**src/rtl/bcd_serial_adder.sv**
```systemverilog
// bcd_serial_adder: multi-cycle BCD adder, one digit per clock, LSD first, with seven-segment output.
module bcd_serial_adder #(
    parameter int DIGITS = 4
) (
    input  logic                    Clock,
    input  logic                    Reset,
    input  logic                    start,
    input  logic [4*DIGITS-1:0]     X,
    input  logic [4*DIGITS-1:0]     Y,
    input  logic                    cin,
    output logic [4*DIGITS-1:0]     S,
    output logic                    cout,
    output logic                    busy,
    output logic                    done,
    output logic                    err,
    output logic [7*(DIGITS+1)-1:0] HEX
);
    typedef enum logic [1:0] {IDLE, ADD, DONE} state_t;
    state_t state, nxt;
    logic [4*DIGITS-1:0] x_q, y_q;
    logic                c_q;
    logic [3:0]          idx;
    logic [3:0]          xd, yd, sd;
    logic [4:0]          t, tm;
    logic                gt, bad, last;

    function automatic logic [6:0] seg(input logic [3:0] d);
        case (d)
            4'd0:    seg = 7'b1000000;
            4'd1:    seg = 7'b1111001;
            4'd2:    seg = 7'b0100100;
            4'd3:    seg = 7'b0110000;
            4'd4:    seg = 7'b0011001;
            4'd5:    seg = 7'b0010010;
            4'd6:    seg = 7'b0000010;
            4'd7:    seg = 7'b1111000;
            4'd8:    seg = 7'b0000000;
            4'd9:    seg = 7'b0010000;
            default: seg = 7'b1111111;
        endcase
    endfunction

    always_comb begin
        xd  = '0;
        yd  = '0;
        bad = 1'b0;
        for (int i = 0; i < DIGITS; i++) begin
            if (idx == 4'(i)) begin
                xd = x_q[4*i +: 4];
                yd = y_q[4*i +: 4];
            end
            bad = bad | (x_q[4*i +: 4] > 4'd9) | (y_q[4*i +: 4] > 4'd9);
        end
        t    = {1'b0, xd} + {1'b0, yd} + {4'b0, c_q};
        tm   = t - 5'd10;
        gt   = t > 5'd9;
        sd   = gt ? tm[3:0] : t[3:0];
        last = idx == 4'(DIGITS - 1);
    end

    always_ff @(posedge Clock) begin
        if (Reset)
            state <= IDLE;
        else
            state <= nxt;
    end

    always_comb begin
        nxt  = state;
        nxt  = (state == IDLE) ? (start ? ADD : IDLE) :
               (state == ADD)  ? (last ? DONE : ADD) : IDLE;
        busy = state == ADD;
        done = state == DONE;
    end

    always_ff @(posedge Clock) begin
        if (Reset) begin
            x_q  <= '0;
            y_q  <= '0;
            c_q  <= 1'b0;
            idx  <= '0;
            S    <= '0;
            cout <= 1'b0;
            err  <= 1'b0;
        end else if (state == IDLE) begin
            if (start) begin
                x_q <= X;
                y_q <= Y;
                c_q <= cin;
                idx <= '0;
                err <= 1'b0;
            end
        end else if (state == ADD) begin
            for (int i = 0; i < DIGITS; i++)
                if (idx == 4'(i))
                    S[4*i +: 4] <= bad ? 4'd0 : sd;
            c_q <= gt;
            idx <= idx + 4'd1;
            // An invalid digit anywhere poisons the whole result at completion
            if (last) begin
                cout <= bad ? 1'b0 : gt;
                err  <= bad;
                if (bad)
                    S <= '0;
            end
        end
    end

    for (genvar g = 0; g < DIGITS; g++) begin : g_hex
        assign HEX[7*g +: 7] = err ? 7'b1111111 : seg(S[4*g +: 4]);
    end
    assign HEX[7*DIGITS +: 7] = (err || !cout) ? 7'b1111111 : seg(4'd1);
endmodule

```
**config.mk**
```make
export PLATFORM = sky130hd
export DESIGN_NAME = bcd_serial_adder
export DESIGN_NICKNAME = d
export VERILOG_FILES = /design/src/rtl/bcd_serial_adder.sv
export SDC_FILE = /design/constraint.sdc
export NUM_CORES = 1
export LEC_CHECK = 0
export BUFFER_PORTS_ARGS = -buffer_cell sky130_fd_sc_hd__clkbuf_2
export CAP_MARGIN = 20
export CELL_PAD_IN_SITES_DETAIL_PLACEMENT = 1
export CELL_PAD_IN_SITES_GLOBAL_PLACEMENT = 1
export CORE_MARGIN = 8
export CORE_UTILIZATION = 41
export DETAILED_ROUTE_END_ITERATION = 10
export GPL_ROUTABILITY_DRIVEN = 0
export PLACE_DENSITY_LB_ADDON = 0.1
export SETUP_SLACK_MARGIN = 0.4
export SLEW_MARGIN = 25
export SYNTH_ARGS = -nofsm -noshare
export SYNTH_HDL_FRONTEND = slang
export SYNTH_SLANG_ARGS = --single-unit
```
**constraint.sdc**
```tcl
create_clock -name Clock -period 5.6 [get_ports Clock]
set_clock_uncertainty 0.2 [all_clocks]
set_input_delay 0.56 -clock Clock [delete_from_list [all_inputs] [get_ports Clock]]
set_output_delay 0.56 -clock Clock [all_outputs]
set_load 0.1 [all_outputs]
```
==> results of run 1 <==
[cells in the mapped netlist, drive strengths merged, types with 5 or more instances]
library cell	n	share of area (%)
dfxtp	85	38
nand2	91	7.7
ha	29	8.2
o21ai	31	3.9
inv	26	2.3
nor3	28	3.9
clkbuf	16	1.4
nor2	31	2.6
a21oi	54	6.3
a221o	6	1.4
nand3	8	0.90
or2	32	4.5
and2	9	1.3
a311oi	5	0.99
a22oi	5	0.96
a32oi	6	1.4
buf	15	2.3
nand2b	5	0.70
[power by group through the flow]
stage / clock, uW / sequential, uW / combinational [uW]
after global routing: 501 / 660 / 466
final: 458 / 656 / 430
after CTS: 473 / 656 / 429
after detailed placement: 0 / 671 / 426
after global placement: 0 / 669 / 416
after floorplan: 0 / 687 / 325
[worst reg2reg max path, stage by stage (launching register included)]
cell	delay, ns
dfxtp_1	0.43
inv_1	0.10
ha_1	0.21
and2_2	0.28
a221oi_1	0.26
nor3_1	0.08
a21oi_1	0.17
fa_1	0.21
inv_1	0.06
fa_2	0.62
inv_1	0.09
ha_1	0.20
nand2b_1	0.10
nand2_1	0.06
and3_4	0.19
a21o_1	0.24
o21ai_4	0.30
o21ai_1	0.15
and2_1	0.22
inv_1	0.13
ha_1	0.19
inv_1	0.04
o21bai_1	0.13
a21oi_1	0.08
[final timing paths]
| path | startpoint | to | slack (ns) | depth (start not counted) |
|---|---|---|---|---|
| worst min-delay path | Y[11] | y_q[11]$_SDFFE_PP0P_ | 0.21 | 3 |
| worst max register to register | idx[0]$_SDFFE_PP0P_ | register | 0.75 | 23 |
| worst max-delay path | idx[0]$_SDFFE_PP0P_ | register | 0.75 | 23 |
| worst min register to register | y_q[11]$_SDFFE_PP0P_ | y_q[11]$_SDFFE_PP0P_ | 0.28 | 2 |
[cells by family after synthesis]
family	Yosys count
AND/OR/NAND/NOR	217
AO/OA/AOI/OAI	140
flip-flops	85
buffers and inverters	58
adder cells (fa/ha/maj)	31
XOR/XNOR	4
other	1
multiplexers	1
[area by class of cell]
| type | count | share of cell area (%) |
|---|---|---|
| Timing Repair Buffer | 91 | 9.07 |
| Clock buffer | 12 | 3.18 |
| Clock inverter | 4 | 0.868 |
| Tap cell | 140 | 3.38 |
| Multi-Input combinational cell | 398 | 48.6 |
| Sequential cell | 85 | 32.8 |
| Inverter | 27 | 2.07 |
[per-layer routing]
| layer | GRT usage [%] | share of wire, % |
|---|---|---|
| met5 | 0 | 0 |
| met4 | 7.57 | 2.6 |
| met3 | 3.66 | 4.8 |
| met2 | 28.7 | 49 |
| met1 | 19.2 | 44 |
[layout by cell type, fill, tap and decap left out, drive strengths merged, types with 8 or more instances in the layout]
master,count
clkbuf,97
nand2,91
dfxtp,85
a21oi,54
or2,32
nor2,31
o21ai,31
ha,29
nor3,28
inv,26
and2,9
nand3,8
[what timing repair did]
action	4_1_cts	5_1_grt
pin swaps	0	2
setup endpoints to repair	2	27
setup buffers	0	3
gates resized for setup	1	8
hold buffers	0	0
[per-stage QoR]
stage               cells  worst slack (ns)
CTS                   754             0.497
floorplan             541             0.914
global placement      738             0.698
global route          757             0.400
finish                757             0.754
detailed placement    738             0.387
==> flow_summary.toml, run 1 <==
[run_status]
status = "complete, no violations"

[power_and_ir_drop]
pwr-share-comb_pct = 27.9
pwr-share-seq_pct = 42.5
irDropWorstVdd_uv = 158
clockPowerShare_pct = 29.6
p_int_uw = 994
finalPower_uw = 1540
powerDensity_nw_per_um2 = 298
swShare_pct = 35.7
power.leakage_uw = 0.00232
switching_power_uw = 551

[critical_path]
cp_max_fo = 13
worst-path-buf-inv = 5
crit_path_end_kind = "register"
crit_required_ns = 5.63
critPathLaunchType = "register"
cp_common_cell = "inv_1"
cp_top_family = "adder cells"
path_cells = "inv_1, ha_1, and2_2, a221oi_1, nor3_1, a21oi_1, fa_1, inv_1, fa_2, inv_1, ha_1, nand2b_1, nand2_1, and3_4, a21o_1, o21ai_4, o21ai_1, and2_1, inv_1, ha_1, inv_1, o21bai_1, a21oi_1"
crit_path_max_incr_delay_ns = 0.62
crit_type = "register to register"
worstPathArrival_ns = 4.88
critPathSlowestCell = "fa_2"

[timing]
fin_worst_hold_slack_ns = 0.212
slew-limit-headroom_pct = 41.4
clock.fmax_mhz = 206
period_minus_slack_ns = 4.85
tns_ns = 0
setup_violations = 0
rsz0062_at_grt = "no"
worstMarginPinSlew_ns = 0.879
finalHoldViolCount = 0
period_share_pct = 86.5
slew_viol_final = 0

[grt]
antenna_found_initial = 0
grt-ovfl-total = 0
track_usage_pct = 16.6
grt_pass1_vias = 3928
grt_max_degree = 40
grt_pass1_wl_um = 19300

[synth]
async_reset_ff_share_pct = 0
syn_area_um2 = 4440
synth_fa_ha_area_share_pct = 9.08
synth.mux.area_fraction_pct = 0.254
synth-seq-cells = 85
synth_warnings = 0
ys_types = 65
synthFlopType = "dfxtp_1"
synthCells = 537
synth_compound_area_share_pct = 21.1
seq_area_frac_synth_pct = 38.3
synth_area_per_cell_um2 = 8.27
yosys.area_share.simple_pct = 24.3
synth_top_family_by_area = "simple AND/OR/NAND/NOR gates"
synth_edf_count = 0
synth_xor_area_share_pct = 0.789

[clock_network]
cts_buffer_depth = 2
cts.sinks = 85
path_clk_slew_ns = 0.08
tritoncts = "built"
cts_made_buffers = 9
insertion_delay_ns = 0.36
h-tree-depth = 3
clock-root-buffer = "clkbuf_8"

[cells_and_area]
nNetsFinal = 679
diodes = 0
area_delta_synth_final_pct = 16.9
fin_util_pct = 48.5
drive_above_1_share_pct = 26.9
multi_input_area_um2 = 2520
fill_cells = 1334
postLayoutCellArea_um2 = 5190
ff_latch_area_um2 = 1700

[place]
numPortBuffers = 85
dpl-instance-area_um2 = 4920
place_hpwl_um = 9070

[drt]
wire_per_inst_um = 15.7
dr.first_iter.drc_count = 206
via_per_inst = 5.19
drt_first_pass_iters = 4
drc_errors = 0
vias = 3926
ant_nets = 0
drt_wl_total_um = 11800

[run]
cap_violations = 0

[worst_hold_path]
min_path_type = "primary input to register"

[die]
dieHeight_um = 120
die_x_um = 120
fp.dieArea_um2 = 14400
fp-row-count = 38
core_area_um2 = 10700
io_pins = 91
start_util_pct = 41.5
(Power assumes the default switching activity.)
==> run 2, diff against run 1 <==
--- a/config.mk
+++ b/config.mk
@@ -5,12 +5,13 @@
 export SDC_FILE = /design/constraint.sdc
 export NUM_CORES = 1
 export LEC_CHECK = 0
+export ABC_AREA = 1
 export BUFFER_PORTS_ARGS = -buffer_cell sky130_fd_sc_hd__clkbuf_2
 export CAP_MARGIN = 20
 export CELL_PAD_IN_SITES_DETAIL_PLACEMENT = 1
 export CELL_PAD_IN_SITES_GLOBAL_PLACEMENT = 1
 export CORE_MARGIN = 8
-export CORE_UTILIZATION = 41
+export CORE_UTILIZATION = 40
 export DETAILED_ROUTE_END_ITERATION = 10
 export GPL_ROUTABILITY_DRIVEN = 0
 export PLACE_DENSITY_LB_ADDON = 0.1
==> flow_summary.toml, run 2 <==
[clock_network]
cts_buffer_depth = 2
path_clk_slew_ns = 0.07
cts.sinks = 85
clock-root-buffer = "clkbuf_16"
insertion_delay_ns = 0.35
tritoncts = "built"
cts_made_buffers = 9
h-tree-depth = 3
cts_hold_buf = 0

[timing]
clock.fmax_mhz = 207
rsz0062_at_grt = "no"
slew_viol_final = 0
period_share_pct = 86.3
worstMarginPinSlew_ns = 0.840
slew-limit-headroom_pct = 43.9
tns_ns = 0
setup_violations = 0
finalHoldViolCount = 0
period_minus_slack_ns = 4.83

[grt]
grt_max_degree = 40
antenna_found_initial = 0
track_usage_pct = 17.3
grt-ovfl-total = 0
grt_pass1_vias = 4672
grt_pass1_wl_um = 22200

[run]
cap_violations = 0

[critical_path]
crit_required_ns = 5.64
crit_path_max_incr_delay_ns = 0.42
crit_type = "register to register"
startpoint = "idx[0]$_SDFFE_PP0P_"
cp_max_fo = 18
reg2reg_slack_ns = 0.77
cp_common_cell = "nand2_1"
critPathLaunchType = "register"
crit_path_end_kind = "register"
worstPathArrival_ns = 4.87
r2r_cells = 32
critPathSlowestCell = "dfxtp_1"
reg2reg_from = "idx[0]$_SDFFE_PP0P_"

[drt]
dr.first_iter.drc_count = 163
wire_per_inst_um = 14.7
via_per_inst = 4.91
vias = 4394
drt_first_pass_iters = 4
ant_nets = 0
drc_errors = 0
drt_wl_total_um = 13100

[synth]
seq_area_frac_synth_pct = 35.8
ys_top_cells_by_area = "dfxtp_1 36%, nand2_1 9.7%, ha_1 7.6%"
ys_types = 38
synth_top_area_share_pct = 35.8
synth_edf_count = 0
async_reset_ff_share_pct = 0
synth-seq-cells = 85
synth_warnings = 0
synthFlopType = "dfxtp_1"
synth_area_per_cell_um2 = 7.15
synth_most_common_cell = "nand2_1"
syn_area_um2 = 4750
synthCells = 664
synthTopCellsByCount = "123 x nand2_1, 88 x nor2_1, 85 x dfxtp_1, 68 x inv_1, 55 x o21ai_0"
synth_top_area_cell = "dfxtp_1"

[cells_and_area]
area_delta_synth_final_pct = 17.8
nNetsFinal = 809
final_cell_mix = "123 x nand2_1, 88 x nor2_1, 85 x dfxtp_1, 85 x clkbuf_2, 67 x inv_1"
fill_cells = 1549
fin_util_pct = 47.4
drive_above_1_share_pct = 25.6
stdcell_count = 894
final_common_cell = "nand2_1"
diodes = 0
postLayoutCellArea_um2 = 5590

[place]
place_hpwl_um = 10200
dpl-instance-area_um2 = 5270
dp_cells = 876
numPortBuffers = 85

[worst_hold_path]
holdPathEnd = "y_q[13]$_SDFFE_PP0P_"
min_path_type = "primary input to register"
hold_depth = 3
hold_path_startpoint = "Y[13]"

[power_and_ir_drop]
finalPower_uw = 1910
irDropWorstVdd_uv = 137
powerDensity_nw_per_um2 = 341
power.leakage_uw = 0.00307

[die]
fp.dieArea_um2 = 15600
die_x_um = 125
start_util_pct = 40.2
core_area_um2 = 11800
dieHeight_um = 125
fp-row-count = 40
io_pins = 91

[run_status]
status = "complete, no violations"
-- run 2: cell count changes in the layout (fill, tap and decap cells not counted), moves of 6 or more --
cell       before  now
nand2_2         1   18
a221o_1         6    0
nand2_1        90  123
clkbuf_16       0    9
nand2_4         0   14
inv_2           1    9
nor2_1         30   88
inv_1          23   67
nand3_1         8   49
a21oi_1        52   22
o21ai_0        20   55
nor3_1         24    1
clkbuf_8       12    2
-- run 2: cell type report --
cell class	count	area [um2]	area share, %
clock buffers	13	260	4.65
clock inverters	3	43.8	0.783
inverters	80	307	5.48
multi-input cells	475	2630	47.0
flip-flops and latches	85	1700	30.4
well taps	147	184	3.29
repair buffers	91	470	8.41
-- run 2: per-layer routing --
layer	vias to the layer above	track usage (%)	part of all wire (%)
met2	86	31.6	51
met4	0	8.24	2.5
met1	2042	18.7	43
li1	2245	-	-
met5	-	0	0
met3	21	3.70	3.8
-- run 2: cells by family (layout without fill, tap and decap cells) --
kind of cell               count (synthesis)  after routing  share of synthesized area [%]
and+or+nand+nor                          334            334                           33.7
buffers and inverters                    108            187                           9.30
AOI/OAI and AO/OA                        104            104                           12.5
DFF                                       85             85                           35.8
adders and majority gates                 31             31                           8.48
other                                      1              5                         0.0790
xor gates and xnor gates                   1              1                          0.184
-- run 2: report_power, final --
part,total (uW),switching [uW],internal [uW]
logic,608,461,148
registers,678,26.2,652
clock network,619,248,371
total,1910,735,1170
-- run 2: per-stage QoR --
| step | hold slack [ns] | worst slack [ns] |
|---|---|---|
| 2_1_floorplan | 0.239 | 1.37 |
| 3_3_place_gp | 0.275 | 0.963 |
| 3_5_place_dp | 0.282 | 0.651 |
| 4_1_cts | 0.252 | 0.623 |
| 5_1_grt | 0.271 | 0.404 |
| 6_report | 0.258 | 0.769 |
-- run 2: worst max path at each step --
stage / endpoint / slack, ns / cells past startpoint
after floorplan: register / 1.37 / 30
after global placement: register / 0.96 / 29
after detailed placement: register / 0.65 / 29
after CTS: register / 0.62 / 29
after global routing: register / 0.40 / 29
final: register / 0.77 / 32
-- run 2: timing repair --
item	4_1_cts	5_1_grt
hold endpoints to repair	0	0
buffers inserted	0	2
gates resized for setup	0	2
endpoints found under the setup margin	0	13
-- run 2: critical path, delay by kind of cell (launching register included) --
kind / cells / cell delay [ns]
compound gates: 1 / 0.23
fa+ha+maj: 5 / 1.34
buf+inv: 8 / 0.75
flops: 1 / 0.42
simple gates: 18 / 1.77
==> run 3, diff against run 2 <==
--- a/config.mk
+++ b/config.mk
@@ -6,13 +6,13 @@
 export NUM_CORES = 1
 export LEC_CHECK = 0
 export ABC_AREA = 1
-export BUFFER_PORTS_ARGS = -buffer_cell sky130_fd_sc_hd__clkbuf_2
 export CAP_MARGIN = 20
 export CELL_PAD_IN_SITES_DETAIL_PLACEMENT = 1
 export CELL_PAD_IN_SITES_GLOBAL_PLACEMENT = 1
 export CORE_MARGIN = 8
-export CORE_UTILIZATION = 40
+export CORE_UTILIZATION = 46
 export DETAILED_ROUTE_END_ITERATION = 10
+export DONT_BUFFER_PORTS = 1
 export GPL_ROUTABILITY_DRIVEN = 0
 export PLACE_DENSITY_LB_ADDON = 0.1
 export SETUP_SLACK_MARGIN = 0.4
==> flow_summary.toml, run 3 (synthesis results as in run 2) <==
[timing]
tns_ns = 0
period_minus_slack_ns = 4.83
finalHoldViolCount = 0
rsz0062_at_grt = "no"
worstMarginPinSlew_ns = 1.08
worst_slack_ns = 0.772
slew_viol_final = 0
setup_violations = 0
slew-limit-headroom_pct = 28.1
period_share_pct = 86.2
clock.fmax_mhz = 207

[critical_path]
reg2reg_slack_ns = 0.77
crit_type = "register to register"
crit_path_end_kind = "register"
cp_common_cell = "nand2_1"
worstPathArrival_ns = 4.89
r2r_cells = 29
cp_max_fo = 13
crit_path_max_incr_delay_ns = 0.47
crit_required_ns = 5.66
critPathLaunchType = "register"
critPathSlowestCell = "fa_1"
reg2reg_from = "idx[0]$_SDFFE_PP0P_"

[clock_network]
cts.sinks = 85
cts_made_buffers = 9
path_clk_slew_ns = 0.08
h-tree-depth = 3
cts_buffer_depth = 2
tritoncts = "built"
clock-root-buffer = "clkbuf_8"
insertion_delay_ns = 0.36

[grt]
grt_pass1_vias = 4449
grt_pass1_wl_um = 21100
antenna_found_initial = 0
grt-ovfl-total = 0
track_usage_pct = 18.3
grt_max_degree = 36

[place]
dpl-instance-area_um2 = 4840
numPortBuffers = 0
place_hpwl_um = 9740
dpl_worst_slack_ns = 0.689

[worst_hold_path]
min_path_type = "primary input to register"
holdPathEnd = "state[1]$_SDFF_PP0_"
hold_depth = 1
hold_path_startpoint = "Reset"

[cells_and_area]
postLayoutCellArea_um2 = 5120
area_delta_synth_final_pct = 7.88
diodes = 0
fill_cells = 1318
nNetsFinal = 726
drive_above_1_share_pct = 16.9
final_cell_mix = "122 x nand2_1, 86 x nor2_1, 84 x dfxtp_1"
final_common_cell = "nand2_1"

[die]
fp.dieArea_um2 = 13800
die_x_um = 118
io_pins = 91
fp-row-count = 37
core_area_um2 = 10200
start_util_pct = 46.6
dieHeight_um = 118

[run]
cap_violations = 0

[power_and_ir_drop]
irDropWorstVdd_uv = 150
power.leakage_uw = 0.00268
powerDensity_nw_per_um2 = 350

[drt]
vias = 4104
drc_errors = 0
via_per_inst = 5.13
drt_wl_total_um = 12500
ant_nets = 0
wire_per_inst_um = 15.6
dr.first_iter.drc_count = 105
drt_first_pass_iters = 4

[run_status]
status = "complete, no violations"
-- run 3: cell count changes in the layout (fill, tap and decap cells not counted), moves of 2 or more --
cell and delta:
bufinv_16 +2, buf_4 +2, clkbuf_8 +8, nor2_1 -2, clkbuf_16 -9, clkbuf_2 -85
-- run 3: final cells by class --
cell class / instances / area [um2] / area share, %
clock buffer: 12 / 145 / 2.83
multi-input combinational: 475 / 2640 / 51.6
clock inverter: 4 / 95.1 / 1.86
inverter: 80 / 307 / 5.98
sequential: 85 / 1700 / 33.2
tap: 136 / 170 / 3.32
timing repair buffer: 8 / 60.1 / 1.17
-- run 3: report_power, final --
part	switching (uW)	internal, uW
Clock	221	308
Sequential	70.7	651
Combinational	410	129
-- run 3: worst max-delay path: cells and delay by family (launching register included) --
family | cells | cell delay [ns]
AOI/OAI and AO/OA | 2 | 0.37
adders and majority gates | 5 | 1.53
buffers and inverters | 6 | 0.63
DFF | 1 | 0.43
and+or+nand+nor | 16 | 1.58
-- run 3: worst max path at each step --
stage	from	endpoint	slack (ns)	depth (start not counted)
final	idx[0]$_SDFFE_PP0P_	register	0.77	29
after global routing	idx[0]$_SDFFE_PP0P_	register	0.42	29
after CTS	idx[0]$_SDFFE_PP0P_	register	0.64	28
after detailed placement	idx[0]$_SDFFE_PP0P_	register	0.69	28
after global placement	idx[0]$_SDFFE_PP0P_	register	0.98	29
after floorplan	idx[0]$_SDFFE_PP0P_	register	1.37	30
-- run 3: metrics by stage --
step | total power (uW) | std cells | hold WS, ns | util (%)
final | 1790 | 800 | 0.0610 | 50.3
after global routing | 1890 | 800 | 0.0341 | 50.3
after CTS | 1800 | 796 | 0.0493 | 49.9
after detailed placement | 1270 | 780 | 0.290 | 47.5
after global placement | 1250 | 780 | 0.274 | 47.5
after floorplan | 1170 | 668 | 0.239 | -
-- run 3: timing repair --
| item | CTS | global route |
|---|---|---|
| hold buffers | 0 | 0 |
| resized for setup | 0 | 4 |
| endpoints found under the setup margin | 0 | 16 |
| buffers inserted | 0 | 4 |
| hold endpoints to repair | 0 | 0 |
-- run 3: metal layers --
layer	vias to the layer above	track usage (%)	share of wire, %
met5	-	0	0
met4	0	7.85	2.6
met3	24	4.94	4.5
met2	88	32.5	51
met1	1925	20.1	42
li1	2067	-	-
